$ cat config.mk
export PLATFORM = sky130hd
export DESIGN_NAME = fetch_unit
export DESIGN_NICKNAME = d
export VERILOG_FILES = /design/src/rtl/fetch_unit.sv
export SDC_FILE = /design/constraint.sdc
export NUM_CORES = 1
export LEC_CHECK = 0
export CAP_MARGIN = 20
export CORE_ASPECT_RATIO = 1.75
export CORE_MARGIN = 2
export CORE_UTILIZATION = 25
export CTS_BUF_LIST = sky130_fd_sc_hd__clkbuf_8 sky130_fd_sc_hd__clkbuf_16
export CTS_CLUSTER_DIAMETER = 50
export DETAILED_ROUTE_END_ITERATION = 7
export HOLD_SLACK_MARGIN = 0.08
export SETUP_SLACK_MARGIN = 0.05
export SLEW_MARGIN = 10
export SYNTH_ARGS = -nofsm -noshare
export SYNTH_HDL_FRONTEND = slang
export SYNTH_SLANG_ARGS = --single-unit
$ cat constraint.sdc
create_clock -name clk -period 6.33 [get_ports clk]
set_input_delay 1.266 -clock clk [delete_from_list [all_inputs] [get_ports clk]]
set_output_delay 1.266 -clock clk [all_outputs]
set_load 0.01 [all_outputs]
$ cat src/rtl/fetch_unit.sv
// Instruction fetch / PC sequencing stage: req/ack fetch into an instruction register,
// compact decode for the controller, next-PC selection. Optional: FETCH_MISALIGN_TRAP_EN.
module fetch_unit #(
    parameter int              XLEN     = 32,
    parameter logic [XLEN-1:0] RESET_PC = '0
) (
    input  logic            clk,
    input  logic            rst,
    output logic [XLEN-1:0] imem_addr,
    output logic            imem_req,
    input  logic            imem_ack,
    input  logic [31:0]     imem_rdata,
    input  logic [XLEN-1:0] imm,
    input  logic [XLEN-1:0] alu_result,
    input  logic            jal,
    input  logic            jalr,
    input  logic            branch,
    input  logic            zero,
    input  logic            neg,
    output logic [XLEN-1:0] pc,
    output logic [XLEN-1:0] pc_plus4,
    output logic [31:0]     instr,
    output logic [6:0]      op,
    output logic [2:0]      func3,
    output logic [6:0]      func7,
    output logic            instr_valid,
    output logic            halted,
    output logic [1:0]      trap_cause,
    output logic [1:0]      dbg_state
);

    typedef enum logic [1:0] {
        IDLE  = 2'd0,
        FETCH = 2'd1,
        EXEC  = 2'd2,
        HALT  = 2'd3
    } state_t;

    localparam logic [6:0] OPC_R    = 7'b0110011;
    localparam logic [6:0] OPC_IMM  = 7'b0010011;
    localparam logic [6:0] OPC_LOAD = 7'b0000011;
    localparam logic [6:0] OPC_JALR = 7'b1100111;
    localparam logic [6:0] OPC_S    = 7'b0100011;
    localparam logic [6:0] OPC_B    = 7'b1100011;
    localparam logic [6:0] OPC_LUI  = 7'b0110111;
    localparam logic [6:0] OPC_JAL  = 7'b1101111;

    localparam logic [31:0]     NOP_INSTR = 32'h0000_0013;
    localparam logic [XLEN-1:0] FOUR      = XLEN'(4);

    state_t          state_q, state_d;
    logic [XLEN-1:0] pc_q, pc_d;
    logic [31:0]     instr_q, instr_d;
    logic [1:0]      trap_q, trap_d;

    logic [XLEN-1:0] next_pc;
    logic            br_taken;
    logic            rdata_legal;

    always_comb begin
        rdata_legal = 1'b0;
        case (imem_rdata[6:0])
            OPC_R, OPC_IMM, OPC_LOAD, OPC_JALR,
            OPC_S, OPC_B, OPC_LUI, OPC_JAL: rdata_legal = 1'b1;
            default:                        rdata_legal = 1'b0;
        endcase
    end

    // Compact type code plus the func3 remap the controller expects for LOAD/JALR.
    always_comb begin
        op    = 7'd0;
        func3 = instr_q[14:12];
        func7 = instr_q[31:25];
        case (instr_q[6:0])
            OPC_R:    op = 7'd0;
            OPC_IMM:  op = 7'd1;
            OPC_LOAD: begin
                op    = 7'd1;
                func3 = 3'b110;
            end
            OPC_JALR: begin
                op    = 7'd1;
                func3 = 3'b111;
            end
            OPC_S:    op = 7'd2;
            OPC_B:    op = 7'd3;
            OPC_LUI:  op = 7'd4;
            OPC_JAL:  op = 7'd5;
            default:  op = 7'd0;
        endcase
    end

    always_comb begin
        br_taken = 1'b0;
        if (branch) begin
            case (instr_q[14:12])
                3'b000:  br_taken = zero;
                3'b001:  br_taken = !zero;
                3'b100:  br_taken = neg;
                3'b101:  br_taken = !neg;
                default: br_taken = 1'b0;
            endcase
        end
    end

    always_comb begin
        if (jalr)
            next_pc = alu_result & ~XLEN'(1);
        else if (jal || br_taken)
            next_pc = pc_q + imm;
        else
            next_pc = pc_q + FOUR;
    end

    always_comb begin
        state_d = state_q;
        pc_d    = pc_q;
        instr_d = instr_q;
        trap_d  = trap_q;
        case (state_q)
            IDLE: state_d = FETCH;
            FETCH: begin
                if (imem_ack) begin
                    instr_d = imem_rdata;
                    if (rdata_legal) begin
                        state_d = EXEC;
                    end else begin
                        state_d = HALT;
                        trap_d  = 2'b01;
                    end
                end
            end
            EXEC: begin
`ifdef FETCH_MISALIGN_TRAP_EN
                if (next_pc[1:0] != 2'b00) begin
                    state_d = HALT;
                    trap_d  = 2'b10;
                end else begin
                    pc_d    = next_pc;
                    state_d = FETCH;
                end
`else
                pc_d    = {next_pc[XLEN-1:2], 2'b00};
                state_d = FETCH;
`endif
            end
            HALT:    state_d = HALT;
            default: state_d = IDLE;
        endcase
    end

    always_ff @(posedge clk or negedge rst) begin
        if (!rst) begin
            state_q <= IDLE;
            pc_q    <= RESET_PC;
            instr_q <= NOP_INSTR;
            trap_q  <= 2'b00;
        end else begin
            state_q <= state_d;
            pc_q    <= pc_d;
            instr_q <= instr_d;
            trap_q  <= trap_d;
        end
    end

    // HALT is absorbing, so decoding it directly gives a sticky flag.
    assign imem_req    = (state_q == FETCH);
    assign instr_valid = (state_q == EXEC);
    assign halted      = (state_q == HALT);
    assign imem_addr   = pc_q;
    assign pc          = pc_q;
    assign pc_plus4    = pc_q + FOUR;
    assign instr       = instr_q;
    assign trap_cause  = trap_q;
    assign dbg_state   = state_q;

endmodule

==> results of run 1 <==
==> cells by family after synthesis <==
kind of cell,after synthesis,synth area share (%)
AO/OA/AOI/OAI,177,20.15
adder cells (fa/ha/maj),31,6.988
multiplexers,43,8.315
other,1,0.06628
buffers and inverters,85,8.868
XOR/XNOR,51,7.895
AND/OR/NAND/NOR,215,18.91
flip-flops,65,28.81
==> power breakdown <==
group	internal [W]	total [W]	leakage, nW	switching [W]
Clock	0.000309	0.000527	0.139	0.000218
Combinational	0.000308	0.000574	2.51	0.000265
Sequential	0.000456	0.000505	0.763	0.0000491
Total	0.00107	0.00161	3.41	0.000533
==> final cells by class <==
type                    count  area, µm²
multi-input cells         528       3581
repair buffers            248       2457
diodes                      1      2.502
inverters                  14      52.55
flip-flops and latches     65       1630
clock buffers               9      225.2
clock inverters             7      78.83
well taps                 296      370.4
fillers                  2305      13760
==> stage by stage <==
| step | utilization, % | worst slack, ns | hold slack [ns] |
|---|---|---|---|
| floorplan | - | 2.703 | 0.5134 |
| global placement | 36.51 | 1.927 | 0.4632 |
| detailed placement | 36.51 | 1.874 | 0.4740 |
| CTS | 37.88 | 1.808 | 0.4869 |
| global route | 37.90 | 1.680 | 0.5242 |
| finish | 37.90 | 1.814 | 0.4803 |
==> final timing paths <==
check / slack, ns / to / depth (start not counted)
worst max-delay path: 1.81 / pc_plus4[19] / 6
worst min-delay path: 0.48 / trap_cause[0]$_DFFE_PN0P_ / 1
worst max register to register: 2.94 / imem_addr[28]$_DFFE_PN0P_ / 10
worst min register to register: 0.48 / trap_cause[0]$_DFFE_PN0P_ / 1
max in group asynchronous: 4.60 / imem_addr[29]$_DFFE_PN0P_ / 2
min in group asynchronous: 1.12 / instr[25]$_DFFE_PN0P_ / 2
==> critical path, delay by kind of cell, from the launching register on <==
family                    cells  cell delay (ns)
xor gates and xnor gates      1             0.33
buffers and inverters         1             0.62
DFF                           1             0.53
and+or+nand+nor               4             1.42
==> registers in the layout, summed over array words and instances (netlist names) <==
| signal | count |
|---|---|
| dbg_state | 2 |
| imem_addr | 30 |
| trap_cause | 1 |
| instr | 32 |
==> layer usage <==
layer  up-vias  wire length, µm  GRT usage (%)
li1       2759                -              -
met1      2705             8120          18.98
met2       236            11520          33.12
met3        33             1002          2.275
met4         0              765          8.305
met5         -                0              0
==> layout by cell type, fill, tap and decap left out, types with 4 or more instances in the layout <==
cell type	n
a21o_1	9
a21oi_1	59
a221oi_1	6
a31oi_1	9
and2_1	6
and3_1	20
and4_1	5
buf_4	8
clkbuf_16	9
clkdlybuf4s50_1	239
conb_1	11
dfrtp_1	62
ha_1	30
inv_1	13
mux2_2	32
mux2i_1	11
nand2_1	63
nand2b_1	7
nand3_1	26
nand4_1	8
nor2_1	44
nor2b_1	6
nor3_1	8
o211ai_1	5
o21ai_0	39
o21ai_1	5
o21bai_1	8
o31ai_1	4
or2_2	4
or3_1	5
xnor2_1	34
xor2_1	17
==> flow_metrics.tcl, run 1 <==
set metrics [dict create \
    grt_pass1_wl_um 32710 \
    final_layout_size_suffix_gt1_share_pct 8.726 \
    period_minus_slack_ns 4.516 \
    synth_area_leader_cell "dfrtp_1" \
    cts_max_path_buffers 2 \
    crit_start "imem_addr[4]$_DFFE_PN0P_" \
    finalNonFillerCells 1168 \
    critical_path_arrival_ns 3.25 \
    avgRoutedWirePerCell_um 18.33 \
    end_kind "primary output" \
    clock_skew_ns 0.01065 \
    io_pins 256 \
    grt.overflow.total 0 \
    antenna_found_initial 1 \
    initial_core_util_pct 25.53 \
    clkSlewWorstSetupHoldPaths_ns 0.07 \
    coreArea_mm2 0.02216 \
    netlist.area_leader.share_pct 27.42 \
    finalCritPeriodShare_pct 71.34 \
    cp_slowest_cell "nor3_1" \
    synth_edf_count 0 \
    grt_usage_pct 17.49 \
    die_x_um 117.7 \
    crit_type "reg -> out" \
    h-tree-depth 3 \
    max_slew_margin_pct 34.98 \
    synth-seq-cells 65 \
    cellLeakagePower_nw 3.408 \
    cts_tree "built" \
    max_freq_mhz 221.5 \
    power.density_mw_per_mm2 191.2 \
    yosys_warnings 0 \
    vdd_drop_max_mv 0.1134 \
    startpoint_type "register" \
    status "finished clean" \
    cts.sinks 65 \
    dpl-instance-area_mm2 0.008092 \
    synthFlopType "dfrtp_1" \
    final_hold_viol_count 0 \
    power_w 0.001606 \
    gp_congestion 0.8872 \
    worstPathRequired_ns 5.06 \
    route.detailed.drc 0 \
    via_count 5733 \
    critPathMaxFanout 8 \
    dr.pass1.iters 5 \
    setup_viol 0 \
    portBuffers 240 \
    yosysMostFrequentCell "nand2_1" \
    grt_pass1_vias 5798 \
    final_antenna_net_count 0 \
    place_hpwl_um 16850 \
    vias_per_cell 4.908 \
    yosys-top-cells-count "nand2_1 (63), dfrtp_1 (62), a21oi_1 (59)" \
    syn_area_per_cell_um2 8.470 \
    cts_setup_buffers 0 \
    path_cells "and3_1, nand3_1, nor3_1, nand3_1, xnor2_1, clkdlybuf4s50_1" \
    rows 72 \
    fin_tns_setup_ns 0 \
    cts_inserted_buffers 9 \
    ys_types 65 \
    die_y_um 203.0 \
    hp-class "reg -> reg" \
    synth_cells 668 \
    fin_area_mm2 0.008398 \
    clk_latency_ns 0.34 \
    dp_cells 1151 \
    nNetsFinal 1001 \
    grt_max_degree 66 \
    async_flop_share_pct 100.0 \
    slowest_delay_ns 0.82 \
    worst_pin_slew_ns 0.9679 \
    crit_top_cell "nand3_1" \
    root_buffer "clkbuf_16" \
    drt-total-wl_um 21410 \
    drv_slew 0 \
    hold_buffers 0 \
    cts_resized 0 \
    syn_area_mm2 0.005658 \
    fp.dieArea_mm2 0.02390 \
    synth_area_leaders "dfrtp_1 (27%), ha_1 (6.6%), buf_4 (6.4%)" \
    areaGrowthSynthToFinish_pct 48.43 \
    drtIter0Drc 234 \
    reg2reg_from "imem_addr[2]$_DFFE_PN0P_" \
    rsz0062_at_grt "no" \
    ys_seq_area_share_pct 28.81 \
    min_from "trap_cause[0]$_DFFE_PN0P_" \
    cap_viol_max_count 0 \
]
Power figures use the tool's default switching activity.
==> run 2: changes to the inputs <==
==> constraint.sdc (replaced) <==
create_clock -name clk -period 3.85 [get_ports clk]
set_input_delay 0.77 -clock clk [delete_from_list [all_inputs] [get_ports clk]]
set_output_delay 0.77 -clock clk [all_outputs]
set_load 0.01 [all_outputs]
==> flow_metrics.tcl, run 2 (synthesis results as in run 1) <==
set metrics [dict create \
    cp_slowest_cell "clkdlybuf4s50_1" \
    dp_cells 1170 \
    power.density_mw_per_mm2 302.6 \
    grt_max_degree 45 \
    cts_tree "built" \
    grt.overflow.total 0 \
    dr.pass1.iters 4 \
    grtUsageMet3_pct 3.118 \
    finalNonFillerCells 1186 \
    met2_usage_pct 34.51 \
    place_hpwl_um 17400 \
    setup_slack_ns 0.1970 \
    grt_pass1_wl_um 34000 \
    seqCellArea_mm2 0.001632 \
    grt_pass1_vias 6017 \
    initial_core_util_pct 25.53 \
    drtIter0Drc 239 \
    period_minus_slack_ns 3.653 \
    worst_pin_slew_ns 0.8112 \
    grt_most_used_layer "met2" \
    worstPathRequired_ns 3.08 \
    cts_max_path_buffers 2 \
    grt_usage_pct 18.22 \
    h-tree-depth 3 \
    reg2reg_depth 12 \
    largest_register_ffs 32 \
    final_common_cell "clkdlybuf4s50_1" \
    root_buffer "clkbuf_16" \
    rsz0062_at_grt "no" \
    max_slew_margin_pct 45.46 \
    final_layout_size_suffix_gt1_share_pct 11.01 \
    crit_type "reg -> out" \
    areaGrowthSynthToFinish_pct 50.80 \
    startpoint_type "register" \
    vias_per_cell 4.928 \
    gp_congestion 0.9147 \
    path_cells "ha_1, and3_1, and3_1, and3_1, xor2_1, clkdlybuf4s50_1" \
    fill_cells 2277 \
    via_count 5845 \
    clock_skew_ns 0.007707 \
    fin_tns_setup_ns 0 \
    die_y_um 203.0 \
    finalCritPeriodShare_pct 94.88 \
    cellLeakagePower_nw 3.510 \
    dp_worst_setup_slack_ns 0.04983 \
    die_x_um 117.7 \
    crit_start "imem_addr[3]$_DFFE_PN0P_" \
    use_met1_pct 19.33 \
    io_pins 256 \
    fp.dieArea_mm2 0.02390 \
    clkSlewWorstSetupHoldPaths_ns 0.06 \
    drt-total-wl_um 21950 \
    r2r-end "imem_addr[28]$_DFFE_PN0P_" \
    cts_inserted_buffers 9 \
    coreArea_mm2 0.02216 \
    cts.sinks 65 \
    final_hold_viol_count 0 \
    portBuffers 240 \
    rows 72 \
    worstSetupEndpoint "pc_plus4[30]" \
    cap_viol_max_count 0 \
    hp-class "reg -> reg" \
    mostFrequentLayoutCells "clkdlybuf4s50_1 (239), nand2_1 (63), dfrtp_1 (61)" \
    max_freq_mhz 273.7 \
    final_antenna_net_count 0 \
    fin_area_mm2 0.008532 \
    multi_input_area_mm2 0.003596 \
    end_kind "primary output" \
    cts_setup_buffers 0 \
    critPathMaxFanout 9 \
    setup_viol 0 \
    slowest_delay_ns 0.57 \
    crit_top_cell "and3_1" \
    dpl-instance-area_mm2 0.008234 \
    status "finished clean" \
    avgRoutedWirePerCell_um 18.50 \
    nNetsFinal 1020 \
    route.detailed.drc 0 \
    antenna_found_initial 0 \
    drv_slew 0 \
    clk_latency_ns 0.34 \
    antenna_cells 0 \
    vdd_drop_max_mv 0.1946 \
    reg2reg_from "imem_addr[2]$_DFFE_PN0P_" \
    final_core_util_pct 38.50 \
    critical_path_arrival_ns 2.88 \
    r2r_setup_slack_ns 0.73 \
]
[run 2: changes by cell type in the layout (fill, tap and decap cells not counted), sizes merged]
cell / delta
diode: -1
buf: +19
bufinv: -1
inv: -1
clkinvlp: -2
clkinv: +4
[run 2: metrics by stage]
step / hold slack (ns) / total power, W
after global routing: 0.5143 / 0.002725
final: 0.4943 / 0.002582
after floorplan: 0.4744 / 0.001330
after global placement: 0.4671 / 0.001802
after CTS: 0.4971 / 0.002624
after detailed placement: 0.4796 / 0.001809
[run 2: repair_timing]
| action | 4_1_cts | 5_1_grt |
|---|---|---|
| hold buffers | 0 | 0 |
| endpoints found under the setup margin | 1 | 3 |
| gates resized for setup | 1 | 3 |
[run 2: metal layers]
layer / part of all wire, % / up-vias
met1: 36 / 2787
met3: 5.1 / 43
li1: - / 2789
met5: 0 / -
met2: 54 / 226
met4: 4.2 / 0
[run 2: cell type report]
type | instances | share of cell area, %
Multi-Input combinational cell | 528 | 42.15
Timing Repair Buffer | 267 | 30.47
Sequential cell | 65 | 19.12
Tap cell | 296 | 4.341
Clock buffer | 9 | 2.640
Clock inverter | 7 | 0.6599
Inverter | 14 | 0.6159
[run 2: power by group]
group          total (W)  internal (W)  switching [W]
clock network   0.000787      0.000441       0.000346
registers       0.000824      0.000750      0.0000736
logic           0.000970      0.000523       0.000447
[run 2: worst min-delay path by stage]
| stage | startpoint | to | slack (ns) | cells past startpoint |
|---|---|---|---|---|
| final | trap_cause[0]$_DFFE_PN0P_ | trap_cause[0]$_DFFE_PN0P_ | 0.49 | 1 |
| after global placement | trap_cause[0]$_DFFE_PN0P_ | trap_cause[0]$_DFFE_PN0P_ | 0.47 | 1 |
| after floorplan | rst | dbg_state[0]$_DFFE_PN0P_ | 0.47 | 0 |
| after detailed placement | trap_cause[0]$_DFFE_PN0P_ | trap_cause[0]$_DFFE_PN0P_ | 0.48 | 1 |
| after global routing | instr[18]$_DFFE_PN0P_ | instr[18]$_DFFE_PN0P_ | 0.51 | 1 |
| after CTS | trap_cause[0]$_DFFE_PN0P_ | trap_cause[0]$_DFFE_PN0P_ | 0.50 | 1 |
[run 2: worst max-delay path, delay by kind of cell (launching register included)]
family,cells,cell delay [ns]
and+or+nand+nor,3,0.95
buffers and inverters,1,0.57
DFF,1,0.56
adders and majority gates,1,0.30
xor gates and xnor gates,1,0.15
